$ cat src/rtl/axis_pkt_gen.sv
// AXI4-Stream packet generator: incrementing-byte payload, configurable length, gap and count.
// Optional define PKTGEN_SEQNUM_EN puts the run-relative packet number in tdata[31:0] of beat 0.
module axis_pkt_gen (
  input  logic        m_axis_aclk,
  input  logic        m_axis_areset,
  input  logic        start,
  input  logic        stop,
  input  logic [15:0] pkt_len,
  input  logic [15:0] gap_cycles,
  input  logic [31:0] pkt_count,
  output logic        m_axis_tvalid,
  input  logic        m_axis_tready,
  output logic [63:0] m_axis_tdata,
  output logic [7:0]  m_axis_tkeep,
  output logic        m_axis_tlast,
  output logic        m_axis_tuser,
  output logic        busy,
  output logic [31:0] sent_count
);

  typedef enum logic [1:0] {IDLE, SEND, GAP} state_t;

  state_t      state_q, state_d;
  logic [2:0]  tail_q, tail_d;
  logic [15:0] gap_q, gap_d;
  logic [31:0] cnt_q, cnt_d;
  logic [12:0] last_beat_q, last_beat_d;
  logic [12:0] beat_q, beat_d;
  logic [15:0] gap_ctr_q, gap_ctr_d;
  logic [31:0] pkt_idx_q, pkt_idx_d;
  logic        stop_pend_q, stop_pend_d;
  logic [31:0] sent_q, sent_d;

  logic        final_beat;
  logic        run_done;
  logic [15:0] len_m1;

  assign final_beat = (beat_q == last_beat_q);
  assign run_done   = (cnt_q != '0) && ((pkt_idx_q + 32'd1) == cnt_q);
  assign len_m1     = pkt_len - 16'd1;

  always_ff @(posedge m_axis_aclk) begin
    if (m_axis_areset) begin
      state_q     <= IDLE;
      tail_q      <= '0;
      gap_q       <= '0;
      cnt_q       <= '0;
      last_beat_q <= '0;
      beat_q      <= '0;
      gap_ctr_q   <= '0;
      pkt_idx_q   <= '0;
      stop_pend_q <= 1'b0;
      sent_q      <= '0;
    end else begin
      state_q     <= state_d;
      tail_q      <= tail_d;
      gap_q       <= gap_d;
      cnt_q       <= cnt_d;
      last_beat_q <= last_beat_d;
      beat_q      <= beat_d;
      gap_ctr_q   <= gap_ctr_d;
      pkt_idx_q   <= pkt_idx_d;
      stop_pend_q <= stop_pend_d;
      sent_q      <= sent_d;
    end
  end

  always_comb begin
    state_d     = state_q;
    tail_d      = tail_q;
    gap_d       = gap_q;
    cnt_d       = cnt_q;
    last_beat_d = last_beat_q;
    beat_d      = beat_q;
    gap_ctr_d   = gap_ctr_q;
    pkt_idx_d   = pkt_idx_q;
    stop_pend_d = stop_pend_q;
    sent_d      = sent_q;

    unique case (state_q)
      IDLE: begin
        stop_pend_d = 1'b0;
        if (start && (pkt_len != '0)) begin
          tail_d      = pkt_len[2:0];
          gap_d       = gap_cycles;
          cnt_d       = pkt_count;
          // ceil(len/8)-1 == floor((len-1)/8) for len >= 1
          last_beat_d = len_m1[15:3];
          beat_d      = '0;
          pkt_idx_d   = '0;
          // a stop arriving with the start only takes effect after the first packet
          stop_pend_d = stop;
          state_d     = SEND;
        end
      end
      SEND: begin
        if (stop) stop_pend_d = 1'b1;
        if (m_axis_tready) begin
          if (final_beat) begin
            sent_d    = sent_q + 32'd1;
            pkt_idx_d = pkt_idx_q + 32'd1;
            beat_d    = '0;
            if (run_done || stop_pend_q || stop) begin
              state_d     = IDLE;
              stop_pend_d = 1'b0;
            end else if (gap_q != '0) begin
              state_d   = GAP;
              gap_ctr_d = gap_q - 16'd1;
            end
          end else begin
            beat_d = beat_q + 13'd1;
          end
        end
      end
      GAP: begin
        if (stop) begin
          state_d     = IDLE;
          stop_pend_d = 1'b0;
        end else if (gap_ctr_q == '0) begin
          state_d = SEND;
        end else begin
          gap_ctr_d = gap_ctr_q - 16'd1;
        end
      end
      default: state_d = IDLE;
    endcase
  end

  logic [63:0] data;
  logic [7:0]  keep;

  always_comb begin
    data = '0;
    keep = '0;
    if (state_q == SEND) begin
      // byte k of beat b is (8*b+k) mod 256, i.e. {b[4:0], k[2:0]}
      for (int unsigned k = 0; k < 8; k++) begin
        data[8*k +: 8] = {beat_q[4:0], 3'(k)};
      end
`ifdef PKTGEN_SEQNUM_EN
      if (beat_q == '0) data[31:0] = pkt_idx_q;
`endif
      if (final_beat && (tail_q != '0)) keep = ~(8'hFF << tail_q);
      else                              keep = 8'hFF;
    end
  end

  assign m_axis_tvalid = (state_q == SEND);
  assign m_axis_tdata  = data;
  assign m_axis_tkeep  = keep;
  assign m_axis_tlast  = (state_q == SEND) && final_beat;
  assign m_axis_tuser  = 1'b0;
  assign busy          = (state_q != IDLE);
  assign sent_count    = sent_q;

endmodule

$ cat config.mk
export PLATFORM = sky130hd
export DESIGN_NAME = axis_pkt_gen
export DESIGN_NICKNAME = d
export VERILOG_FILES = /design/src/rtl/axis_pkt_gen.sv
export SDC_FILE = /design/constraint.sdc
export NUM_CORES = 1
export LEC_CHECK = 0
export CAP_MARGIN = 20
export CORE_MARGIN = 1
export CORE_UTILIZATION = 29
export CTS_CLUSTER_DIAMETER = 40
export CTS_CLUSTER_SIZE = 8
export DETAILED_ROUTE_END_ITERATION = 16
export RECOVER_POWER = 50
export SETUP_SLACK_MARGIN = 0.3
export SLEW_MARGIN = 20
export SYNTH_ARGS = -nofsm -noshare
export SYNTH_HDL_FRONTEND = slang
export SYNTH_SLANG_ARGS = --single-unit
$ cat constraint.sdc
create_clock -name m_axis_aclk -period 4.5 [get_ports m_axis_aclk]
set_input_delay 1.35 -clock m_axis_aclk [delete_from_list [all_inputs] [get_ports m_axis_aclk]]
set_output_delay 1.35 -clock m_axis_aclk [all_outputs]
set_load 0.1 [all_outputs]
==> results.yml, run 1 <==
synthesis:
  syn_area_per_cell_um2: 7.76
  post-synth-top-count-cell: "nand2_1"
  synth-compound-area-share: 0.171
  yosys.area_share.adder: 0.0106
  synthTopCellsByArea: "dfxtp_1 (34%), nand2_1 (8.0%), xnor2_1 (5.8%)"
  yosys.area_share.simple: 0.275
  ys_types: 68
  yosysTopAreaCell: "dfxtp_1"
  synthArstFlopShare: 0
  synth.yosys.seq_area_share: 0.339
  synth-warning-count: 0
  syn_inst: 1217
  synth-xor-area-share: 0.0965
  yosysTopAreaCellShare: 0.339
  synth_seq_cells: 160
  muxShareOfSynthArea: 0.0216
  syn-cell-area_um2: 9440
  synth-edff-count: 0
  synthFlopType: "dfxtp_1"
  yosys-top-cells-count: "nand2_1 (201), dfxtp_1 (160), nor2_1 (100), a21oi_1 (94), o21ai_0 (66)"
  synth_top_family_by_area: "simple AND/OR/NAND/NOR gates"
grt:
  grt_use_total: 0.161
  grt_first_pass_wirelength_um: 42800
  first_global_vias: 7991
  use_met2: 0.260
  antenna_found_initial: 0
  grt_max_degree: 50
  grt.busiest_layer: "met2"
  grtUsageMet1: 0.210
  use_met3: 0.0411
  grt_remaining_overflow: 0
critical_path:
  cp_max_fo: 18
  r2r_end: "gap_ctr_q[5]"
  arrival_ps: 4510
  cp-start-kind: "primary input"
  critPathKind: "in2reg"
  r2r-start: "pkt_idx_q[0]"
  reg2reg_depth: 10
  cp.required_ps: 4860
  worstSetupEndpointType: "register"
  r2r_setup_slack_ps: 630
cts:
  clk_latency_ps: 430
  htree_levels: 4
  cts-root-buf: "clkbuf_16"
  cts.sink_count: 160
  post_cts_buffers: 0
  clkTransAtPathRegs_ps: 70
  clockBufferDepth: 2
  cts_tree: "built"
  cts_inserted_buffers: 17
place:
  gp_congestion: 0.908
  port_buffers: 163
  post-place-ws_ps: 30.7
  dpl.hpwl_um: 19800
floorplan:
  ios: 177
  initial_utilization: 0.297
  chipWidth_um: 182
  die_y_um: 182
  rows: 65
  fp.coreArea_um2: 31800
  die_area_um2: 33300
final_layout:
  areaGrowthSynthToFinish_pct: 22.0
  nets: 1383
  num_antenna_cells: 0
  nFillCells: 3240
  seqCellArea_um2: 3200
  multi_input_area_um2: 5490
  drive_gt1_frac: 0.112
timing:
  final-max-slew-violation-count: 0
  setup_ws_ps: 356
  finalSetupViolations: 0
  worst_pin_slew_ps: 1360
  fin_skew_ps: 14.1
  min_period_over_period: 0.921
  max_freq_mhz: 241
  setup_tns_ps: 0
  rsz0062_at_grt: "false"
  hold_viol: 0
  fin_crit_ps: 4140
  slew_headroom: 0.0922
  hold_ws_ps: 479
drt:
  antenna_left: 0
  avgViaCountPerCell: 4.98
  wl_per_cell_um: 15.3
  vias: 8735
  drt_iter0_drc: 520
  wl_um: 26900
  drc: 0
  first_pass_iters: 7
run:
  maxCapViolCount: 0
power_and_ir_drop:
  p_per_area_nw_per_um2: 486
  ir_drop_uv: 374
  p_leak_nw: 4.06
  power_w: 0.00560
hold_path:
  min_from: "last_beat_q[12]"
  min_to: "last_beat_q[12]"
  holdPathStages: 2
  hold_class: "reg2reg"
run_status:
  status: "finished, final reports clean"
==> registers in the layout, summed over array words and instances (netlist names) <==
register	cells
beat_q	13
gap_ctr_q	16
last_beat_q	13
stop_pend_q	1
cnt_q	32
gap_q	16
tail_q	3
pkt_idx_q	32
sent_count	32
state_q	2
==> placed cells by master (no fill, tap or decap), drive strengths merged, types with 4 or more instances in the layout <==
master         instances
a2111oi               10
a211oi                15
a21oi                 95
a311oi                 7
a31oi                 16
and2                  13
and3                  18
and4                   9
buf                   46
clkbuf                61
clkdlybuf4s50         66
clkinvlp               5
conb                  13
dfxtp                160
dlygate4sd3           33
ha                     8
inv                   21
mux2i                 17
nand2                201
nand3                 34
nand4                 28
nor2                 101
nor2b                 10
nor3                  32
nor3b                 11
nor4                  30
o211ai                 7
o21a                   5
o21ai                 66
o31ai                  8
or2                    4
or3                   16
or4                    6
or4b                   4
xnor2                 62
xor2                  42
==> stage by stage <==
stage          cell area, µm²  utilization  std cells
2_1_floorplan            9500            -       1229
3_3_place_gp            11100        0.348       1722
3_5_place_dp            11100        0.348       1722
4_1_cts                 11700        0.367       1754
5_1_grt                 11500        0.362       1754
6_report                11500        0.362       1754
==> where the power goes <==
part / internal (W) / total, W / leakage, nW / switching [W]
logic: 0.000666 / 0.00231 / 2.47 / 0.00164
registers: 0.00157 / 0.00179 / 1.30 / 0.000213
clock network: 0.000858 / 0.00151 / 0.282 / 0.000649
total: 0.00310 / 0.00560 / 4.06 / 0.00250
==> critical path: stages <==
cell	delay, ps
clkdlybuf4s50_1	410
or4_1	550
or4_1	490
o41ai_1	530
a21oi_2	150
a21boi_1	160
or2_2	490
buf_4	260
nor2_1	110
==> kinds of logic after synthesis <==
family	Yosys count
fa+ha+maj	8
mux	20
flops	160
simple gates	526
xor+xnor	104
buf+inv	147
compound gates	251
other cells	1
==> per-layer routing <==
| layer | vias to the layer above | routed length, µm |
|---|---|---|
| li1 | 4394 | - |
| met1 | 4078 | 12500 |
| met2 | 230 | 12400 |
| met3 | 33 | 1570 |
| met4 | 0 | 464 |
| met5 | - | 0 |
==> worst max path at each step <==
stage	slack, ps	cells past startpoint	end	from
after floorplan	290	5	m_axis_tkeep[4]	state_q[1]
after global routing	190	9	beat_q[1]	pkt_len[0]
after global placement	100	9	last_beat_q[11]	pkt_len[0]
after detailed placement	30	9	last_beat_q[11]	pkt_len[0]
after CTS	380	9	m_axis_tkeep[2]	beat_q[3]
final	360	9	beat_q[6]	pkt_len[0]
==> area by class of cell <==
class                           instances  share of cell area
Multi-Input combinational cell        922               0.476
Sequential cell                       160               0.278
Timing Repair Buffer                  187               0.140
Tap cell                              435              0.0472
Clock buffer                           19              0.0393
Clock inverter                         13              0.0135
Inverter                               18             0.00586
==> what timing repair did <==
action,4_1_cts,5_1_grt
gates resized for setup,1,4
endpoints found under the setup margin,3,11
hold buffers,0,0
Power figures use the tool's default switching activity.
==> run 2, diff against run 1 <==
==> constraint.sdc (replaced) <==
create_clock -name m_axis_aclk -period 4.5 [get_ports m_axis_aclk]
set_input_delay 1.35 -clock m_axis_aclk [delete_from_list [all_inputs] [get_ports m_axis_aclk]]
set_output_delay 1.35 -clock m_axis_aclk [all_outputs]
set_load 0.005 [all_outputs]
==> results.yml, run 2 (synthesis results as in run 1) <==
grt:
  grtUsageMet1: 0.207
  use_met3: 0.0323
  grt_remaining_overflow: 0
  grt_first_pass_wirelength_um: 43100
  grt_use_total: 0.161
  grt.busiest_layer: "met2"
  use_met2: 0.265
  antenna_found_initial: 0
  grt_max_degree: 52
  first_global_vias: 8310
floorplan:
  ios: 177
  fp.coreArea_um2: 31800
  die_y_um: 182
  chipWidth_um: 182
  rows: 65
  initial_utilization: 0.297
  die_area_um2: 33300
cts:
  cts_inserted_buffers: 17
  post_cts_buffers: 0
  hold_buffers: 0
  clockBufferDepth: 2
  cts-root-buf: "clkbuf_16"
  clk_latency_ps: 430
  cts.sink_count: 160
  cts_tree: "built"
  htree_levels: 4
  clkTransAtPathRegs_ps: 60
final_layout:
  final_cell_mix: "nand2_1 (201), dfxtp_1 (159), nor2_1 (99)"
  fin_area_um2: 11800
  num_antenna_cells: 0
  nets: 1389
  final_common_cell: "nand2_1"
  areaGrowthSynthToFinish_pct: 25.3
  drive_gt1_frac: 0.0732
  instances_no_fill: 1760
timing:
  finalSetupViolations: 0
  fin_skew_ps: 11.3
  slew_headroom: -0.127
  fin_crit_ps: 4140
  worst_pin_slew_ps: 1690
  min_period_over_period: 0.919
  setup_tns_ps: 0
  hold_viol: 0
  setup_ws_ps: 364
  rsz0062_at_grt: "false"
  max_freq_mhz: 242
  final-max-slew-violation-count: 34
critical_path:
  path_delay_family: "simple AND/OR/NAND/NOR gates"
  arrival_ps: 4500
  crit_chain: "clkdlybuf4s50_1 -> or4_4 -> or4_1 -> o41ai_1 -> a21oi_2 -> a21boi_1 -> or2_2 -> buf_4 -> nor2_1"
  cp-start-kind: "primary input"
  cp_max_fo: 18
  cp.required_ps: 4860
  cpMaxStageDelayCell: "or4_4"
  worstSetupEndpointType: "register"
  crit_buf_inv: 2
  critPathKind: "in2reg"
  slowest_delay_ps: 590
power_and_ir_drop:
  combPwrFrac: 0.314
  p_int_w: 0.00325
  ir_drop_uv: 230
  power_w: 0.00491
  sequentialPowerShare: 0.363
  p_per_area_nw_per_um2: 415
  netSwitchingPower_w: 0.00166
  clkPwrFrac: 0.323
  swShare: 0.338
  p_leak_nw: 4.16
drt:
  wl_um: 26700
  drt_iter0_drc: 452
  drc: 0
  vias: 8829
  avgViaCountPerCell: 5.02
  first_pass_iters: 6
  antenna_left: 0
  wl_per_cell_um: 15.2
run_status:
  violations: "max-capacitance violations, max-slew violations"
  status: "complete, but fails checks"
place:
  port_buffers: 163
  placedInstanceArea_um2: 11200
  post-place-ws_ps: -63.7
  dpl.hpwl_um: 19500
  gp_congestion: 0.874
  dp.cells: 1728
hold_path:
  hold_class: "reg2reg"
run:
  maxCapViolCount: 1
run 2: per-stage QoR:
stage,utilization,hold slack (ps)
after CTS,0.373,469
final,0.372,465
after global routing,0.372,486
after detailed placement,0.352,461
after global placement,0.352,459
after floorplan,-,445
run 2: final cells by class:
type / count / area (µm²)
fillers: 3274 / 20000
multi-input cells: 922 / 5490
flip-flops and latches: 160 / 3200
repair buffers: 193 / 1880
well taps: 435 / 544
clock buffers: 23 / 488
clock inverters: 9 / 154
inverters: 18 / 67.6
run 2: path summary, 6_finish.rpt:
path	start	to	slack [ps]	cells after the start
hold / removal	last_beat_q[12]	last_beat_q[12]	470	2
hold reg to reg	last_beat_q[12]	last_beat_q[12]	470	2
setup / recovery	pkt_len[0]	beat_q[3]	360	9
setup reg to reg	pkt_idx_q[1]	gap_ctr_q[5]	620	11
run 2: metal layers:
metal | routed length [µm] | part of all wire | up-vias
met5 | 0 | 0 | -
met4 | 626 | 0.023 | 0
met3 | 1370 | 0.051 | 41
met2 | 12300 | 0.46 | 223
met1 | 12400 | 0.47 | 4166
li1 | - | - | 4399
run 2: timing repair:
item	CTS	global route
setup endpoints to repair	4	6
resized for setup	3	5
gates cloned	0	0
run 2: worst register-to-register path: cells and delay by family (launching register included):
| kind | cells | cell delay (ps) |
|---|---|---|
| buffers and inverters | 1 | 230 |
| AND/OR/NAND/NOR | 6 | 2160 |
| adder cells (fa/ha/maj) | 1 | 330 |
| AO/OA/AOI/OAI | 3 | 640 |
| flip-flops | 1 | 440 |
run 2: power groups by stage:
stage          sequential, W  combinational [W]  clock (W)
3_3_place_gp         0.00181            0.00153          0
4_1_cts              0.00178            0.00157    0.00161
5_1_grt              0.00181            0.00171    0.00167
3_5_place_dp         0.00181            0.00155          0
6_report             0.00179            0.00154    0.00159
2_1_floorplan        0.00174            0.00109          0
